File: src/rtl/fetch_pkg.sv
// Shared constants and enums for the instruction fetch stage.
package fetch_pkg;
  localparam logic [31:0] RESET_VECTOR = 32'hBFC00000;
  localparam logic [31:0] ROM_SIZE     = 32'h00001000;
  localparam logic [31:0] NOP_INSTR    = 32'h00000013;

  typedef enum logic [1:0] {
    FC_NONE     = 2'b00,
    FC_MISALIGN = 2'b01,
    FC_RANGE    = 2'b10
  } fault_cause_e;

  typedef enum logic {
    FS_RUN   = 1'b0,
    FS_FAULT = 1'b1
  } fetch_state_e;
endpackage

File: src/rtl/fetch_stage_pc_gen.sv
// Program counter register, next-PC selection and fetchability check of the current PC.
module pc_gen
  import fetch_pkg::*;
#(
  parameter int                  AW       = 32,
  parameter logic [AW-1:0]       RST_VEC  = fetch_pkg::RESET_VECTOR,
  parameter logic [AW-1:0]       WIN_SIZE = fetch_pkg::ROM_SIZE
) (
  input  logic          clk_i,
  input  logic          rst_i,
  input  logic          i_redirect,
  input  logic [AW-1:0] i_redirect_pc,
  input  logic          i_advance,
  output logic [AW-1:0] o_pc,
  output fault_cause_e  o_cause
);
  logic [AW-1:0] r_pc;
  logic [AW-1:0] w_offset;

  always_ff @(posedge clk_i) begin
    if (rst_i)          r_pc <= RST_VEC;
    else if (i_redirect) r_pc <= i_redirect_pc;
    else if (i_advance)  r_pc <= r_pc + AW'(4);
  end

  // Unsigned wrap makes addresses below the base land far outside the window.
  assign w_offset = r_pc - RST_VEC;

  always_comb begin
    o_cause = FC_NONE;
    if (r_pc[1:0] != 2'b00)       o_cause = FC_MISALIGN;
    else if (w_offset >= WIN_SIZE) o_cause = FC_RANGE;
  end

  assign o_pc = r_pc;
endmodule

File: src/rtl/fetch_stage.sv
// Instruction fetch: PC generator, IF/ID register with valid/ready handshake, fault FSM.
module fetch_stage #(
  parameter int                    ADDR_WIDTH   = 32,
  parameter int                    DATA_WIDTH   = 32,
  parameter logic [ADDR_WIDTH-1:0] RESET_VECTOR = fetch_pkg::RESET_VECTOR,
  parameter logic [ADDR_WIDTH-1:0] ROM_SIZE     = fetch_pkg::ROM_SIZE
) (
  input  logic                  clk_i,
  input  logic                  rst_i,
  output logic [ADDR_WIDTH-1:0] rom_addr_o,
  input  logic [DATA_WIDTH-1:0] rom_data_i,
  input  logic                  redirect_i,
  input  logic [ADDR_WIDTH-1:0] redirect_pc_i,
  output logic                  valid_o,
  input  logic                  ready_i,
  output logic [DATA_WIDTH-1:0] instr_o,
  output logic [ADDR_WIDTH-1:0] pc_o,
  output logic [ADDR_WIDTH-1:0] pc_plus4_o,
  output logic                  fault_o,
  output logic [1:0]            fault_cause_o
);
  import fetch_pkg::*;

  fetch_state_e          r_state, w_state_nxt;
  logic                  r_valid, w_valid_nxt;
  logic                  r_fault, w_fault_nxt;
  fault_cause_e          r_cause, w_cause_nxt;
  logic [DATA_WIDTH-1:0] r_instr;
  logic [ADDR_WIDTH-1:0] r_pc_q, r_pc4_q;
  logic [ADDR_WIDTH-1:0] w_pc;
  fault_cause_e          w_pc_cause;
  logic                  w_load, w_capture, w_advance;

  pc_gen #(
    .AW       (ADDR_WIDTH),
    .RST_VEC  (RESET_VECTOR),
    .WIN_SIZE (ROM_SIZE)
  ) u_pc_gen (
    .clk_i         (clk_i),
    .rst_i         (rst_i),
    .i_redirect    (redirect_i),
    .i_redirect_pc (redirect_pc_i),
    .i_advance     (w_advance),
    .o_pc          (w_pc),
    .o_cause       (w_pc_cause)
  );

  assign w_load = !r_valid || ready_i;

  always_ff @(posedge clk_i) begin
    if (rst_i) r_state <= FS_RUN;
    else       r_state <= w_state_nxt;
  end

  always_comb begin
    w_state_nxt = r_state;
    w_valid_nxt = r_valid;
    w_fault_nxt = r_fault;
    w_cause_nxt = r_cause;
    w_capture   = 1'b0;
    w_advance   = 1'b0;
    // Redirect drops any held word, even one decode is stalling on.
    if (redirect_i) begin
      w_state_nxt = FS_RUN;
      w_valid_nxt = 1'b0;
      w_fault_nxt = 1'b0;
      w_cause_nxt = FC_NONE;
    end else begin
      case (r_state)
        FS_RUN: begin
          if (w_load) begin
            if (w_pc_cause == FC_NONE) begin
              w_capture   = 1'b1;
              w_advance   = 1'b1;
              w_valid_nxt = 1'b1;
            end else begin
              w_valid_nxt = 1'b0;
              w_fault_nxt = 1'b1;
              w_cause_nxt = w_pc_cause;
              w_state_nxt = FS_FAULT;
            end
          end
        end
        FS_FAULT: w_valid_nxt = r_valid && !ready_i;
        default:  w_state_nxt = FS_RUN;
      endcase
    end
  end

  always_ff @(posedge clk_i) begin
    if (rst_i) begin
      r_valid <= 1'b0;
      r_fault <= 1'b0;
      r_cause <= FC_NONE;
      r_instr <= DATA_WIDTH'(NOP_INSTR);
      r_pc_q  <= '0;
      r_pc4_q <= ADDR_WIDTH'(4);
    end else begin
      r_valid <= w_valid_nxt;
      r_fault <= w_fault_nxt;
      r_cause <= w_cause_nxt;
      if (w_capture) begin
        r_instr <= rom_data_i;
        r_pc_q  <= w_pc;
        r_pc4_q <= w_pc + ADDR_WIDTH'(4);
      end
    end
  end

  assign rom_addr_o    = w_pc;
  assign valid_o       = r_valid;
  assign instr_o       = r_instr;
  assign pc_o          = r_pc_q;
  assign pc_plus4_o    = r_pc4_q;
  assign fault_o       = r_fault;
  assign fault_cause_o = r_cause;
endmodule
File: config.mk
export PLATFORM = sky130hd
export DESIGN_NAME = fetch_stage
export DESIGN_NICKNAME = d
export VERILOG_FILES = /design/src/rtl/fetch_pkg.sv /design/src/rtl/fetch_stage_pc_gen.sv /design/src/rtl/fetch_stage.sv
export SDC_FILE = /design/constraint.sdc
export NUM_CORES = 1
export LEC_CHECK = 0
export ABC_AREA = 1
export CORE_MARGIN = 8
export CORE_UTILIZATION = 39
export DETAILED_ROUTE_END_ITERATION = 16
export PLACE_DENSITY_LB_ADDON = 0.08
export SLEW_MARGIN = 20
export SYNTH_ARGS = -nofsm -noshare
export SYNTH_HDL_FRONTEND = slang
export SYNTH_SLANG_ARGS = --single-unit
File: constraint.sdc
create_clock -name clk_i -period 1.67 [get_ports clk_i]
set_clock_uncertainty 0.05 [all_clocks]
set_input_delay 0.167 -clock clk_i [delete_from_list [all_inputs] [get_ports clk_i]]
set_output_delay 0.167 -clock clk_i [all_outputs]
set_load 0.1 [all_outputs]
# Word-level counts from Yosys, hierarchy flattened
# Cells that the tools add are included.
[word_totals] register_bits=133 inputBits=68
[classes] addsub=2 order_cmp=1 n_eq_ne=1 n_mux=13 n_bitwise=2 reduce_logical=9
[op_table] cell="2-to-1 mux 32 bit" n=2
[op_table] cell="adder 32 x 3 -> 32 bit (second input constant)" n=1
[op_table] cell=">= comparator 32 x 13 -> 1 bit (second input constant)" n=1
[op_table] cell="subtractor 32 bit (second input constant)" n=1
[op_table] cell="2-to-1 mux 1 bit" n=8
[op_table] cell="2-to-1 mux 2 bit" n=2
[op_table] cell="nonzero test 2 bit" n=2
[op_table] cell="AND reduction 3 bit" n=1
[op_table] cell="logical NOT 1 bit" n=2
[op_table] cell="logical NOT 2 bit" n=1
[op_table] cell="inequality test 2 bit (second input constant)" n=1
[op_table] cell="inverter 1 bit" n=2
[op_table] cell="case mux 1 bit (2 select lines)" n=1
[op_table] cell="OR reduction 2 bit" n=1
[op_table] cell="logical AND 1 bit" n=1
[op_table] cell="logical OR 1 bit" n=1

# Longest topological paths before layout
# Gate-level depths: netlist (run 1).
[logic_depth] word_depth=11 mapped_depth=12 mapped_depth_nobuf=11

# Cells and area by module
# A second synthesis (run 1) with hierarchy kept.
[unflattened] cells_unflattened=977 area_unflattened_um2=6587.6
[modules_own_cells] mod="fetch_stage" instances=1 cells_each=639 area_per_inst_um2=4410.5 seq_area_each_um2=1981.9
[modules_own_cells] mod="pc_gen" instances=1 cells_each=338 area_per_inst_um2=2177.1 seq_area_each_um2=640.6

# Worst setup path after synthesis (run 1)
# No wires, ideal clock.
[synth_timing] path_kind="reg2reg" start="register u_pc_gen.r_pc[3], in the netlist u_pc_gen.o_pc[3]" end="register u_pc_gen.r_pc[10], in the netlist u_pc_gen.o_pc[10]" arrival_ns=2.248 required_ns=1.488 path_slack_ns=-0.761 path_stages_with_launch=10 synth_period_minus_slack_ns=2.431 cell_sequence="dfxtp_1 > ha_1 > nand2_1 > nor3_1 > nand4_1 > and2_1 > nand2_1 > nand2_1 > nand2_1 > a21oi_1"
[synth_via] elab_chain_len=10 word_cells_on_any_way=13
[synth_lines] element="from (decl)" line_no="fetch_stage_pc_gen.sv:17" text="logic [AW-1:0] r_pc;"
[synth_lines] element="from (signal assigned)" line_no="fetch_stage_pc_gen.sv:22" text="else if (i_redirect) r_pc <= i_redirect_pc;"
[synth_lines] element="from (signal assigned)" line_no="fetch_stage_pc_gen.sv:23" text="else if (i_advance) r_pc <= r_pc + AW'(4);"
[synth_lines] element="subtractor 32 bit" line_no="fetch_stage_pc_gen.sv:27" text="assign w_offset = r_pc - RST_VEC;"
[synth_lines] element=">= comparator 32 x 13 -> 1 bit" line_no="fetch_stage_pc_gen.sv:32" text="else if (w_offset >= WIN_SIZE) o_cause = FC_RANGE;"
[synth_lines] element="2-to-1 mux 2 bit" line_no="fetch_stage_pc_gen.sv:32"
[synth_lines] element="2-to-1 mux 2 bit" line_no="fetch_stage_pc_gen.sv:31" text="if (r_pc[1:0] != 2'b00) o_cause = FC_MISALIGN;"
[synth_lines] element="logical NOT 2 bit" line_no="fetch_stage.sv:72" text="if (w_pc_cause == FC_NONE) begin"
[synth_lines] element="2-to-1 mux 1 bit" line_no="fetch_stage.sv:72"
[synth_lines] element="2-to-1 mux 1 bit" line_no="fetch_stage.sv:71" text="if (w_load) begin"
[synth_lines] element="2-to-1 mux 1 bit" line_no="fetch_stage.sv:69" text="case (r_state)"
[synth_lines] element="2-to-1 mux 1 bit" line_no="fetch_stage.sv:63" text="if (redirect_i) begin"
[synth_lines] element="nonzero test 2 bit (no line)"
# Parallel ways exist; a longest one is shown, timed or not. The select of a mux whose other input is x is not followed.
# A chain may end at the register's enable or synchronous reset.

# Final worst setup path (run 1)
[layout_timing] start="register u_pc_gen.r_pc[13], in the netlist u_pc_gen.o_pc[13]" end="register r_instr[15], in the netlist instr_o[15]"
[layout_via] elab_chain_len=9
[layout_lines] element="subtractor 32 bit" line_no="fetch_stage_pc_gen.sv:27"
[layout_lines] element=">= comparator 32 x 13 -> 1 bit" line_no="fetch_stage_pc_gen.sv:32"
[layout_lines] element="2-to-1 mux 2 bit" line_no="fetch_stage_pc_gen.sv:32"
[layout_lines] element="2-to-1 mux 2 bit" line_no="fetch_stage_pc_gen.sv:31"
[layout_lines] element="logical NOT 2 bit" line_no="fetch_stage.sv:72"
[layout_lines] element="2-to-1 mux 1 bit" line_no="fetch_stage.sv:72"
[layout_lines] element="2-to-1 mux 1 bit" line_no="fetch_stage.sv:71"
[layout_lines] element="2-to-1 mux 1 bit" line_no="fetch_stage.sv:69"
[layout_lines] element="2-to-1 mux 1 bit" line_no="fetch_stage.sv:63"
[layout_lines] element="to (signal assigned)" line_no="fetch_stage.sv:95" text="r_instr <= DATA_WIDTH'(NOP_INSTR);"
[layout_lines] element="to (signal assigned)" line_no="fetch_stage.sv:103" text="r_instr <= rom_data_i;"
[layout_lines] element="to (decl)" line_no="fetch_stage.sv:28" text="logic [DATA_WIDTH-1:0] r_instr;"
# Every way passes these cells.

==> results.json, run 1 <==
{
  "outcome": "finished with violations",
  "failed_checks": "setup timing",
  "die_x_um": 130.8,
  "powerDensity_nw_per_um2": 810.3,
  "synth_seq_cells": 131,
  "ys.flop_type": "dfxtp_1",
  "ys_types": 23,
  "n_antenna_cell": 0,
  "ys_warn_count": 0,
  "clockBufferDepth": 2,
  "pre_cts_slack_ps": -172.7,
  "async_reset_ff_frac": 0,
  "io_pins": 200,
  "root_buffer": "clkbuf_16",
  "die_h_um": 130.8,
  "io_buffers": 199,
  "leakagePower_nw": 4.400,
  "numCtsBuffers": 17,
  "antenna_left": 0,
  "synth-edff-count": 0,
  "htreeDepth": 4,
  "dr.first_iter.drc_count": 240,
  "grt_overflow_total": 0,
  "max-cap-violations": 0,
  "drive_above_1_share": 0.3354,
  "hold_path.startpoint": "rst_i",
  "stdcell_area_sq_um": 9986,
  "ys_seq_area_frac": 0.5106,
  "wire_per_inst_um": 15.81,
  "worstMarginPinSlew_ps": 377.5,
  "worstPathMaxFanout": 7,
  "cp_slowest_cell": "dfxtp_4",
  "crit_type": "register to register",
  "clk_pin_slew_ps": 60,
  "r2r-start": "u_pc_gen.o_pc[13]",
  "fmax_mhz": 552.3,
  "synth.top_cells.by_area": "dfxtp_1 51%, nand2_1 14%, nor2_1 11%, nand3_1 5.9%, inv_1 5.7%",
  "slew_headroom": 0.7484,
  "grt_pass1_wl_mm": 27.40,
  "synth_nets": 796,
  "seq_area_sq_um": 2734,
  "cp_cell_sequence": "nor2_2, nand2_1, nor2_2, nand3_2, nor3_2, nand4_1, buf_6, buf_12, clkbuf_16, nor2_1, nor2_1",
  "route.final.wire_length_mm": 17.91,
  "dp_cells": 1088,
  "grt_usage": 0.2084,
  "drv_slew": 0,
  "hold_ws_ps": 106.0,
  "fin_crit_ps": 1811,
  "dr.pass1.iters": 5,
  "vias_per_cell": 4.724,
  "grt_max_degree": 55,
  "ctsHoldBuffers": 0,
  "place.gp.congestion": 0.7803,
  "start_kind": "register",
  "drc_errors": 0,
  "syn_area_sq_um": 5136,
  "rsz0062_at_grt": "yes",
  "row_count": 42,
  "critPathMaxStageDelay_ps": 340,
  "setup_viol": 89,
  "fillers": 909,
  "fin_nets": 1014,
  "cts_tree": "done",
  "startpoint": "u_pc_gen.o_pc[13]",
  "grt_pass1_vias": 5493,
  "critPathCaptureType": "register",
  "core_sq_um": 13030,
  "vias": 5352,
  "yosys.area.top_type": "dfxtp_1",
  "setup_tns_ps": -4842,
  "clkLatencyLatePin_ps": 420,
  "cp.arrival_ps": 2070,
  "start_util": 0.3941,
  "finalHoldViolCount": 0,
  "clock_sinks": 131,
  "die_area_sq_um": 17100,
  "hold_class": "input pin to register",
  "yosys.area.top_type_share": 0.5106,
  "worstPathRequired_ps": 1930,
  "peakVddDrop_v": 0.0006688,
  "areaGrowthSynthToFinish_pct": 94.42,
  "stdcell_count": 1133,
  "antenna_found_initial": 0,
  "multi_input_comb_area_sq_um": 2291,
  "dpl_cell_area_sq_um": 8891,
  "setup_slack_ps": -140.6,
  "fin_crit_sh": 1.084,
  "synthCells": 726,
  "place_hpwl_mm": 12.27,
  "syn_area_per_cell_sq_um": 7.075
}
## where the power goes
group | switching (W) | internal (W)
combinational | 0.000740 | 0.000504
sequential | 0.0000814 | 0.00317
clock | 0.00151 | 0.00208
## state kept, by name, indices dropped and copies added, names as in the netlist
register,count
fault_cause_o,2
fault_o,1
instr_o,32
pc_o,32
pc_plus4_o,30
r_state,1
u_pc_gen.o_pc,32
valid_o,1
## cell families (layout without fill, tap and decap cells)
logic type	Yosys count	in the layout	share of synthesized area
flops	131	131	0.5106
xor+xnor	7	7	0.01194
buf+inv	124	355	0.09964
compound gates	53	53	0.05164
simple gates	409	409	0.3213
fa+ha+maj	2	2	0.004871
## worst paths after layout
path	end	slack, ps	cells past startpoint
worst max register to register	instr_o[15]	-140	11
worst min register to register	pc_plus4_o[20]	430	2
worst min-delay path	pc_plus4_o[9]	110	2
worst max-delay path	instr_o[15]	-140	11
## final cells by class
class,instances,share of cell area
sequential,131,0.2738
clock inverter,15,0.01416
inverter,80,0.03007
multi-input combinational,471,0.2294
timing repair buffer,243,0.3879
clock buffer,17,0.04260
tap,176,0.02205
## worst max-delay path, delay by kind of cell (launching register included)
| kind | cells | cell delay, ps |
|---|---|---|
| buf+inv | 3 | 470 |
| flops | 1 | 340 |
| simple gates | 8 | 830 |
## Yosys cell counts (2+ instances only)
library cell	instances
a21oi_1	44
buf_1	2
buf_2	10
buf_4	5
buf_6	2
clkbuf_1	25
dfxtp_1	131
ha_1	2
inv_1	78
inv_2	2
nand2_1	185
nand3_1	61
nand4_1	4
nor2_1	153
o21ai_0	9
xor2_1	6
## placed cells by master, fill, tap and decap left out, types with 27 or more instances in the layout
cell	netlist	layout
buf_12	0	139
dfxtp_1	131	98
nand2_1	185	151
clkdlybuf4s50_1	0	66
nor2_1	153	132
dfxtp_4	0	28
a21oi_1	44	39
nand3_1	61	53
inv_1	78	75
nand2_2	0	27
## through the flow
step           utilization  power, W
2_1_floorplan            -  0.003966
4_1_cts             0.7418  0.008129
3_5_place_dp        0.6822  0.004527
6_report            0.7662  0.008092
5_1_grt             0.7662  0.008371
3_3_place_gp        0.6822  0.004510
## metal layers
layer | part of all wire | up-vias | GRT usage
li1 | - | 2651 | -
met1 | 0.37 | 2503 | 0.2117
met2 | 0.52 | 175 | 0.3677
met3 | 0.10 | 23 | 0.09416
met4 | 0.016 | 0 | 0.08035
met5 | 0 | - | 0
## repair_timing
item | in CTS | in global routing
pin swaps | 4 | 17
gates cloned | 4 | 4
resized for setup | 26 | 74
setup buffers | 5 | 2
endpoints found under the setup margin | 119 | 127
Note: power is estimated with default switching activity, not from simulation.
==> inputs of run 2 (changes only) <==
==> constraint.sdc (replaced) <==
create_clock -name clk_i -period 1.67 [get_ports clk_i]
set_clock_uncertainty 0.05 [all_clocks]
set_input_delay 0.334 -clock clk_i [delete_from_list [all_inputs] [get_ports clk_i]]
set_output_delay 0.334 -clock clk_i [all_outputs]
set_load 0.1 [all_outputs]
==> results.json, run 2 (synthesized netlist as in run 1, its figures left out) <==
{
  "root_buffer": "clkbuf_16",
  "setup_viol": 126,
  "die_h_um": 130.8,
  "worstPathRequired_ps": 1970,
  "cp_cell_sequence": "nor2_2, nand2_1, nor2_2, nand3_2, buf_6, nor3_4, nand4_1, buf_6, buf_12, clkbuf_16, nand2_1, nand2_1, nor2_1",
  "finalHoldViolCount": 0,
  "met3_usage": 0.09294,
  "peakVddDrop_v": 0.0008427,
  "worstPathMaxFanout": 6,
  "final_util": 0.8517,
  "dpl_cell_area_sq_um": 9119,
  "max-cap-violations": 0,
  "outcome": "finished with violations",
  "r2r-end": "instr_o[15]",
  "core_sq_um": 13030,
  "critPathMaxStageDelay_ps": 350,
  "antenna_found_initial": 0,
  "io_buffers": 199,
  "fin_crit_sh": 1.195,
  "use_met2": 0.3834,
  "n_antenna_cell": 0,
  "grt_max_degree": 48,
  "cp_slowest_cell": "dfxtp_4",
  "grt_pass1_vias": 5728,
  "place_hpwl_mm": 12.96,
  "io_pins": 200,
  "route.final.wire_length_mm": 21.09,
  "fmax_mhz": 501.2,
  "clockBufferDepth": 2,
  "crit_path_end": "instr_o[15]",
  "clk_pin_slew_ps": 60,
  "leakagePower_nw": 4.784,
  "top_usage_layer": "met2",
  "ctsHoldBuffers": 0,
  "met1_usage": 0.2095,
  "fin_crit_ps": 1995,
  "reg2reg_slack_ps": -330,
  "numCtsBuffers": 17,
  "dr.pass1.iters": 5,
  "crit_type": "register to register",
  "cp.arrival_ps": 2300,
  "vias_per_cell": 4.867,
  "dr.first_iter.drc_count": 416,
  "row_count": 42,
  "critPathCaptureType": "register",
  "pre_cts_slack_ps": -331.7,
  "startpoint": "u_pc_gen.o_pc[15]",
  "clock_sinks": 131,
  "vias": 5699,
  "failed_checks": "setup timing",
  "die_area_sq_um": 17100,
  "drc_errors": 0,
  "rsz0062_at_grt": "yes",
  "slew_headroom": 0.7275,
  "place.gp.congestion": 0.7979,
  "areaGrowthSynthToFinish_pct": 116.1,
  "stdcell_area_sq_um": 11100,
  "hold_path.startpoint": "rst_i",
  "antenna_left": 0,
  "grt_usage": 0.2143,
  "drive_above_1_share": 0.4744,
  "start_util": 0.3941,
  "die_x_um": 130.8,
  "powerDensity_nw_per_um2": 756.1,
  "final_cell_mix": "145 x buf_12, 112 x nor2_1, 106 x nand2_1, 96 x dfxtp_1, 70 x inv_1",
  "cts_tree": "done",
  "grt_pass1_wl_mm": 28.26,
  "layout_commonest_cell": "buf_12",
  "reg2reg_depth": 13,
  "fin_nets": 1052,
  "path_common_cell": "nand2_1",
  "hold_class": "input pin to register",
  "start_kind": "register",
  "r2r-start": "u_pc_gen.o_pc[15]",
  "setup_slack_ps": -325.4,
  "worstMarginPinSlew_ps": 407.4,
  "grt_overflow_total": 0,
  "clkLatencyLatePin_ps": 420,
  "wire_per_inst_um": 18.01,
  "htreeDepth": 4,
  "drv_slew": 0
}
==> run 2: cell count changes in the layout (fill, tap and decap cells not counted), sizes merged <==
cell / delta
clkbuf: +10
clkinvlp: -1
nor2: +1
bufinv: +1
buf: +29
clkinv: +5
inv: -7
==> run 2: final cells by class <==
class                      count  area [sq um]
timing repair buffer         280          4382
multi-input combinational    472          2869
sequential                   131          2736
fill                         710          1933
clock buffer                  19         454.2
inverter                      80         307.8
tap                          176         220.2
clock inverter                13         130.1
==> run 2: worst max-delay path, delay by kind of cell, from the launching register on <==
| family | cells | cell delay (ps) |
|---|---|---|
| DFF | 1 | 350 |
| and+or+nand+nor | 9 | 910 |
| buffers and inverters | 4 | 610 |
==> run 2: power breakdown <==
part,leakage [nW],internal (W),switching (W)
sequential,1.08,0.00317,0.0000757
combinational,3.41,0.000581,0.000866
clock,0.297,0.00228,0.00142
total,4.78,0.00603,0.00236
==> run 2: repair_timing <==
action                                  CTS  global route
pin swaps                                 6            42
buffers inserted                          6             9
resized for setup                        39           233
endpoints found under the setup margin  124           128
gates cloned                              2            13
==> run 2: per-stage QoR <==
stage | hold slack [ps] | cells | TNS (ps) | total power [W]
floorplan | 410.1 | 726 | -6468 | 0.003965
global placement | 411.2 | 1113 | -23900 | 0.004547
detailed placement | 417.1 | 1113 | -29480 | 0.004573
CTS | 237.6 | 1153 | -19550 | 0.008264
global route | 297.1 | 1171 | -39110 | 0.008634
finish | 295.3 | 1171 | -25880 | 0.008392
==> run 2: metal layers <==
| layer | share of wire | vias to the layer above |
|---|---|---|
| met3 | 0.077 | 46 |
| li1 | - | 2739 |
| met5 | 0 | - |
| met4 | 0.028 | 0 |
| met2 | 0.53 | 191 |
| met1 | 0.36 | 2723 |
==> run 2: worst min path at each step <==
stage                           endpoint  slack [ps]  depth (start not counted)
after floorplan               instr_o[0]         410                          2
final                           pc_o[30]         300                          4
after detailed placement  pc_plus4_o[14]         420                          2
after global placement    pc_plus4_o[30]         410                          2
after CTS                       pc_o[30]         240                          4
after global routing            pc_o[30]         300                          4
==> inputs of run 3 (changes only) <==
Settings changed: SLEW_MARGIN 20 to 15.
==> results of run 3 <==
The final DEF is identical to that of run 2; final timing and power are the same.
